==> config.mk <==
export PLATFORM = sky130hd
export DESIGN_NAME = dmem_port_arbiter
export DESIGN_NICKNAME = d
export VERILOG_FILES = /design/src/rtl/dmem_port_arbiter.sv
export SDC_FILE = /design/constraint.sdc
export NUM_CORES = 1
export LEC_CHECK = 0
export CAP_MARGIN = 10
export CORE_MARGIN = 2
export CORE_UTILIZATION = 24
export CTS_CLUSTER_SIZE = 20
export DETAILED_ROUTE_END_ITERATION = 8
export HOLD_SLACK_MARGIN = 0.06
export PLACE_DENSITY = 0.93
export RECOVER_POWER = 25
export SLEW_MARGIN = 15
export SYNTH_ARGS = -nofsm -noshare
export SYNTH_HDL_FRONTEND = slang
export SYNTH_SLANG_ARGS = --single-unit
==> constraint.sdc <==
create_clock -name clk -period 3.7 [get_ports clk]
set_clock_uncertainty 0.15 [all_clocks]
set_input_delay 0.74 -clock clk [delete_from_list [all_inputs] [get_ports clk]]
set_output_delay 0.74 -clock clk [all_outputs]
set_load 0.1 [all_outputs]
==> src/rtl/dmem_port_arbiter.sv <==
// Round-robin arbiter sharing a single-port data memory between core (C) and loader (D) ports.
// Grants are combinational in the request cycle; read data returns one cycle later; an ungranted requester holds req.
module dmem_port_arbiter #(
    parameter int ADDR_W    = 8,
    parameter int DATA_W    = 16,
    parameter int MAX_BURST = 4
) (
    input  logic              clk,
    input  logic              reset,
    input  logic              c_req,
    input  logic              c_we,
    input  logic [ADDR_W-1:0] c_addr,
    input  logic [DATA_W-1:0] c_wdata,
    output logic              c_gnt,
    output logic              c_rvalid,
    output logic [DATA_W-1:0] c_rdata,
    input  logic              d_req,
    input  logic              d_we,
    input  logic              d_lock,
    input  logic [ADDR_W-1:0] d_addr,
    input  logic [DATA_W-1:0] d_wdata,
    output logic              d_gnt,
    output logic              d_rvalid,
    output logic [DATA_W-1:0] d_rdata,
    output logic              mem_rd_en,
    output logic              mem_wr_en,
    output logic [ADDR_W-1:0] mem_addr,
    output logic [DATA_W-1:0] mem_wdata,
    input  logic [DATA_W-1:0] mem_rdata
);

    localparam int CNT_W = $clog2(MAX_BURST + 1);
    localparam logic [CNT_W-1:0] LAST_CNT = CNT_W'(MAX_BURST - 1);
    localparam logic LOCK_OK = (MAX_BURST > 1);

    typedef enum logic {ST_ARB, ST_LOCK} state_t;

    state_t           state_q, state_d;
    logic             last_d_q, last_d_d;   // 1: D was the most recent winner
    logic [CNT_W-1:0] burst_cnt_q, burst_cnt_d;
    logic             c_rvalid_q, d_rvalid_q;
    logic             c_win, d_win;

    always_comb begin
        c_win = 1'b0;
        d_win = 1'b0;
        if (!reset) begin
            case (state_q)
                ST_ARB: begin
                    if (c_req && d_req) begin
                        c_win = last_d_q;
                        d_win = ~last_d_q;
                    end else begin
                        c_win = c_req;
                        d_win = d_req;
                    end
                end
                ST_LOCK: begin
                    d_win = d_req;
                    c_win = ~d_req & c_req;
                end
                default: begin
                    c_win = 1'b0;
                    d_win = 1'b0;
                end
            endcase
        end
    end

    always_comb begin
        state_d     = state_q;
        burst_cnt_d = burst_cnt_q;
        last_d_d    = last_d_q;
        if (c_win) last_d_d = 1'b0;
        if (d_win) last_d_d = 1'b1;
        case (state_q)
            ST_ARB: begin
                // With a single-grant burst the lock would add nothing, so stay in ARB
                if (d_win && d_lock && LOCK_OK) begin
                    state_d     = ST_LOCK;
                    burst_cnt_d = CNT_W'(1);
                end
            end
            ST_LOCK: begin
                if (d_win) begin
                    if (!d_lock || burst_cnt_q == LAST_CNT) begin
                        state_d     = ST_ARB;
                        burst_cnt_d = '0;
                    end else begin
                        burst_cnt_d = burst_cnt_q + 1'b1;
                    end
                end else begin
                    state_d     = ST_ARB;
                    burst_cnt_d = '0;
                    last_d_d    = ~c_win;
                end
            end
            default: begin
                state_d     = ST_ARB;
                burst_cnt_d = '0;
            end
        endcase
    end

    always_ff @(posedge clk or posedge reset) begin
        if (reset) begin
            state_q     <= ST_ARB;
            last_d_q    <= 1'b1;
            burst_cnt_q <= '0;
            c_rvalid_q  <= 1'b0;
            d_rvalid_q  <= 1'b0;
        end else begin
            state_q     <= state_d;
            last_d_q    <= last_d_d;
            burst_cnt_q <= burst_cnt_d;
            c_rvalid_q  <= c_win & ~c_we;
            d_rvalid_q  <= d_win & ~d_we;
        end
    end

    assign c_gnt     = c_win;
    assign d_gnt     = d_win;
    assign mem_rd_en = (c_win & ~c_we) | (d_win & ~d_we);
    assign mem_wr_en = (c_win & c_we) | (d_win & d_we);
    assign mem_addr  = c_win ? c_addr  : (d_win ? d_addr  : '0);
    assign mem_wdata = c_win ? c_wdata : (d_win ? d_wdata : '0);

    assign c_rvalid  = c_rvalid_q;
    assign d_rvalid  = d_rvalid_q;
    assign c_rdata   = c_rvalid_q ? mem_rdata : '0;
    assign d_rdata   = d_rvalid_q ? mem_rdata : '0;

endmodule

=== Yosys cells after proc, flatten, opt, wreduce, memory -nomap -nowiden ===
Index checks and enable logic that the tools add are counted.

* Flip-flop bits (word level): 7
* Input bits: 71
* Word-level logic and storage cells: 49

* Add/subtract/negate cells: 1
* Equal/unequal tests: 2
* Multiplexer cells: 24
* Bitwise gates (word level): 13
* Reduce and logical (&&, ||, !) cells: 4

{| class="wikitable"
|+ Operators by type and width
! cell !! count
|-
| 2-to-1 mux 16 bit || 4
|-
| 2-to-1 mux 8 bit || 2
|-
| 2-to-1 mux 1 bit || 11
|-
| 2-to-1 mux 3 bit || 3
|-
| NOT 1 bit || 6
|-
| one-hot mux 1 bit (2 select lines) || 3
|-
| one-hot mux 3 bit (2 select lines) || 1
|-
| AND 1 bit || 5
|-
| adder 3 x 1 -> 3 bit (second input constant) || 1
|-
| equality test 3 x 2 -> 1 bit (second input constant) || 1
|-
| logical AND 1 bit || 2
|-
| != test 2 bit (second input constant) || 1
|-
| OR 1 bit || 2
|-
| zero test 1 bit || 1
|-
| logical OR 1 bit || 1
|}

=== Longest topological paths before layout ===
* Depth after elaboration: 8
* Depth in mapped cells: 6
* Gate-level depth less buffers: 4

=== Worst setup path after synthesis ===
No wires, ideal clock.

* Path type: in2out
* From: in c_req
* To: out mem_rd_en
* Data arrival time: 2.593 ns
* Path slack: 0.217 ns
* Cell stages on the path: 3
* Buffers on the path: 0
* Path through: and3b_2 -> nand3b_4 -> o2bb2ai_1

* Cells in the longest elaborated chain, start to end: 6
* Elaborated cells on any way between the ends: 11

{| class="wikitable"
|+ Ends and longest elaborated chain
! item !! RTL line !! text
|-
| from (decl) || 10 || <nowiki>input logic c_req,</nowiki>
|-
| logical AND 1 bit || 50 || <nowiki>if (c_req && d_req) begin</nowiki>
|-
| 2-to-1 mux 1 bit || 50 ||
|-
| one-hot mux 1 bit (2 select lines) || 48 || <nowiki>case (state_q)</nowiki>
|-
| 2-to-1 mux 1 bit || 47 || <nowiki>if (!reset) begin</nowiki>
|-
| AND 1 bit || 123 || <nowiki>assign mem_rd_en = (c_win & ~c_we) | (d_win & ~d_we);</nowiki>
|-
| OR 1 bit * || 123 ||
|-
| to (decl) || 25 || <nowiki>output logic mem_rd_en,</nowiki>
|}

Every way passes the cells marked *; elsewhere a longest branch is shown, timed or not.

=== Final worst setup path ===
* From: in reset
* To: out mem_addr[4]

* Cells in the longest elaborated chain, start to end: 3
* Elaborated cells on any way between the ends: 4

{| class="wikitable"
|+ Ends and longest elaborated chain
! item !! RTL line !! text
|-
| from (decl) || 9 || <nowiki>input logic reset,</nowiki>
|-
| 2-to-1 mux 1 bit || 47 ||
|-
| 2-to-1 mux 8 bit || 125 || <nowiki>assign mem_addr = c_win ? c_addr : (d_win ? d_addr : '0);</nowiki>
|-
| 2-to-1 mux 8 bit * || 125 ||
|-
| to (decl) || 27 || <nowiki>output logic [ADDR_W-1:0] mem_addr,</nowiki>
|}

Marks and branches as above.

==> results_dict.tcl <==
set metrics [dict create \
    outcome "complete, no violations" \
    path_buf_inv 4 \
    vias 1292 \
    grt_antenna_before_repair 0 \
    setup-violations-final 0 \
    drc 0 \
    hpwlAfterDp_um 3460 \
    power_density_nw_per_um2 301 \
    die_w_um 63.4 \
    crit_chain "dlygate4sd3_1 -> inv_1 -> nand3b_4 -> inv_4 -> a22o_1 -> buf_12" \
    port_buffers 132 \
    io_pins 133 \
    ant_nets 0 \
    tritoncts "built" \
    critPathMaxFanout 26 \
    worstPathArrival_ns 2.43 \
    cts_resized 0 \
    slew_viol_final 0 \
    avgSynthCellArea_um2 8.47 \
    grt_overflow 0 \
    synth_cells 100 \
    grt_max_degree 30 \
    syn-num-nets 173 \
    cts_buffer_depth 2 \
    clk_pin_slew_ns 0.05 \
    fmax_mhz 301 \
    wl_um 3960 \
    worstPathRequired_ns 2.81 \
    use_met1_pct 18.4 \
    grt_setup_unrepaired "no" \
    fp.coreArea_um2 3360 \
    row_count 21 \
    use_met3_pct 7.50 \
    hp-class "reg -> reg" \
    grt_util_all_layers_pct 18.7 \
    antennaDiodeCount 0 \
    layout_common_cells "69 x clkdlybuf4s50_1, 33 x and2_1, 30 x buf_4" \
    grt_busiest_layer "met2" \
    drive_gt1_share_pct 28.4 \
    cts_root_buf "clkbuf_4" \
    initial_core_util_pct 25.2 \
    tns_ns 0 \
    die_h_um 63.4 \
    gp_congestion 0.764 \
    hold_viol 0 \
    grt_pass1_vias 1291 \
    critPathMaxStageDelay_ns 0.56 \
    endpoint_kind "primary output" \
    globalRouteMet2Util_pct 35.3 \
    cts_setup_buffers 0 \
    relSlewSlack_pct 22.8 \
    yosysSeqAreaShare_pct 20.8 \
    layout_commonest_cell "clkdlybuf4s50_1" \
    cp_top_family "buffers and inverters" \
    maxCapViolations 0 \
    holdBufCountCts 0 \
    grt_pass1_wl_um 5890 \
    fillCellCount 225 \
    p_leak_nw 1.06 \
    nNetsFinal 303 \
    min_period_ns 3.32 \
    clkLatencyLatePin_ns 0.25 \
    yosys_register_bits 7 \
    crit_slowest_cell "dlygate4sd3_1" \
    clkSinkCount 7 \
    viasPerCell 4.70 \
    dr.pass1.iters 4 \
    syn_area_um2 847 \
    yosysWarnings 0 \
    worst_pin_slew_ns 1.16 \
    drt_iter0_markers 22 \
    ctsHtreeMaxLevel 1 \
    syn_to_final_growth_pct 181 \
    ys_types 25 \
    avgRoutedWirePerCell_um 14.4 \
    peakVddDrop_uv 178 \
    timing.hold.ws_ns 0.379 \
    fp.dieArea_um2 4020 \
    path_class "in -> out" \
    min_period_over_period_pct 89.8 \
    cp-start-kind "input pin" \
    cts_buffers 3 \
]
==> worst paths after layout <==
path                                            start                    endpoint  slack (ns)  cells after the start
hold reg to reg            burst_cnt_q[0]$_DFFE_PP0P_  burst_cnt_q[0]$_DFFE_PP0P_        0.38                      1
hold / removal             burst_cnt_q[0]$_DFFE_PP0P_  burst_cnt_q[0]$_DFFE_PP0P_        0.38                      1
max in group asynchronous                       reset          last_d_q$_DFF_PP1_        2.34                      2
setup reg to reg           burst_cnt_q[0]$_DFFE_PP0P_  burst_cnt_q[2]$_DFFE_PP0P_        2.14                      4
min in group asynchronous                       reset  burst_cnt_q[2]$_DFFE_PP0P_        0.77                      2
setup / recovery                                reset                 mem_addr[4]        0.38                      6
==> sequential cells by signal, indices dropped and copies added (netlist names) <==
| register | cells |
|---|---|
| c_rvalid | 1 |
| d_rvalid | 1 |
| burst_cnt_q | 3 |
| last_d_q | 1 |
| state_q | 1 |
==> worst register-to-register path, cell delays in order (launching register included) <==
cell      delay [ns]
dfrtp_1         0.39
ha_1            0.20
ha_1            0.27
nor4b_1         0.30
o21bai_1        0.16
==> metrics by stage <==
| stage | setup WS, ns | std cells | total power [W] | area [µm²] | util [%] |
|---|---|---|---|---|---|
| floorplan | 0.217 | 100 | 0.000432 | 847 | - |
| finish | 0.377 | 275 | 0.000716 | 2380 | 70.7 |
| global route | 0.260 | 275 | 0.000740 | 2380 | 70.7 |
| global placement | 0.527 | 271 | 0.000647 | 2370 | 70.6 |
| CTS | 0.492 | 275 | 0.000724 | 2400 | 71.4 |
| detailed placement | 0.491 | 271 | 0.000654 | 2370 | 70.6 |
==> layer usage <==
metal	share of wire, %	vias to the layer above	wire (µm)
met5	0	-	0
met4	2.2	0	87
met3	12	6	467
met2	53	92	2110
met1	33	576	1290
li1	-	618	-
==> where the power goes <==
| group | internal (W) | switching, W |
|---|---|---|
| combinational | 0.000206 | 0.000345 |
| clock | 0.0000411 | 0.0000273 |
| sequential | 0.0000870 | 0.0000104 |
| total | 0.000334 | 0.000382 |
==> Yosys cell counts, drive strengths merged <==
master / count / share of area (%)
a22o: 25 / 26
o2bb2ai: 2 / 2.1
o21a: 1 / 0.89
nand2: 1 / 0.44
buf: 6 / 6.1
and2: 33 / 24
clkbuf: 2 / 0.89
and3b: 1 / 1.2
nand3b: 2 / 3.3
inv: 4 / 2.1
dfstp: 1 / 3.1
a21oi: 1 / 0.59
dfrtp: 6 / 18
nor2: 4 / 1.8
o21bai: 1 / 0.89
ha: 2 / 3.0
a211oi: 1 / 0.89
nand2b: 2 / 1.5
o21ai: 3 / 1.8
nor4b: 1 / 1.0
o22ai: 1 / 0.74
==> cell type report <==
class	count	area, µm²	share of cell area, %
Tap cell	46	57.6	2.42
Multi-Input combinational cell	81	594	25.0
Clock buffer	4	26.3	1.11
Inverter	4	17.5	0.737
Timing Repair Buffer	133	1510	63.3
Sequential cell	7	176	7.42
==> cells by family after synthesis <==
logic type	after synthesis	share of synthesized area, %
simple gates	44	33.5
buf+inv	12	9.01
compound gates	35	33.7
flops	7	20.8
fa+ha+maj	2	2.95
Note: power is estimated with default switching activity, not from simulation.
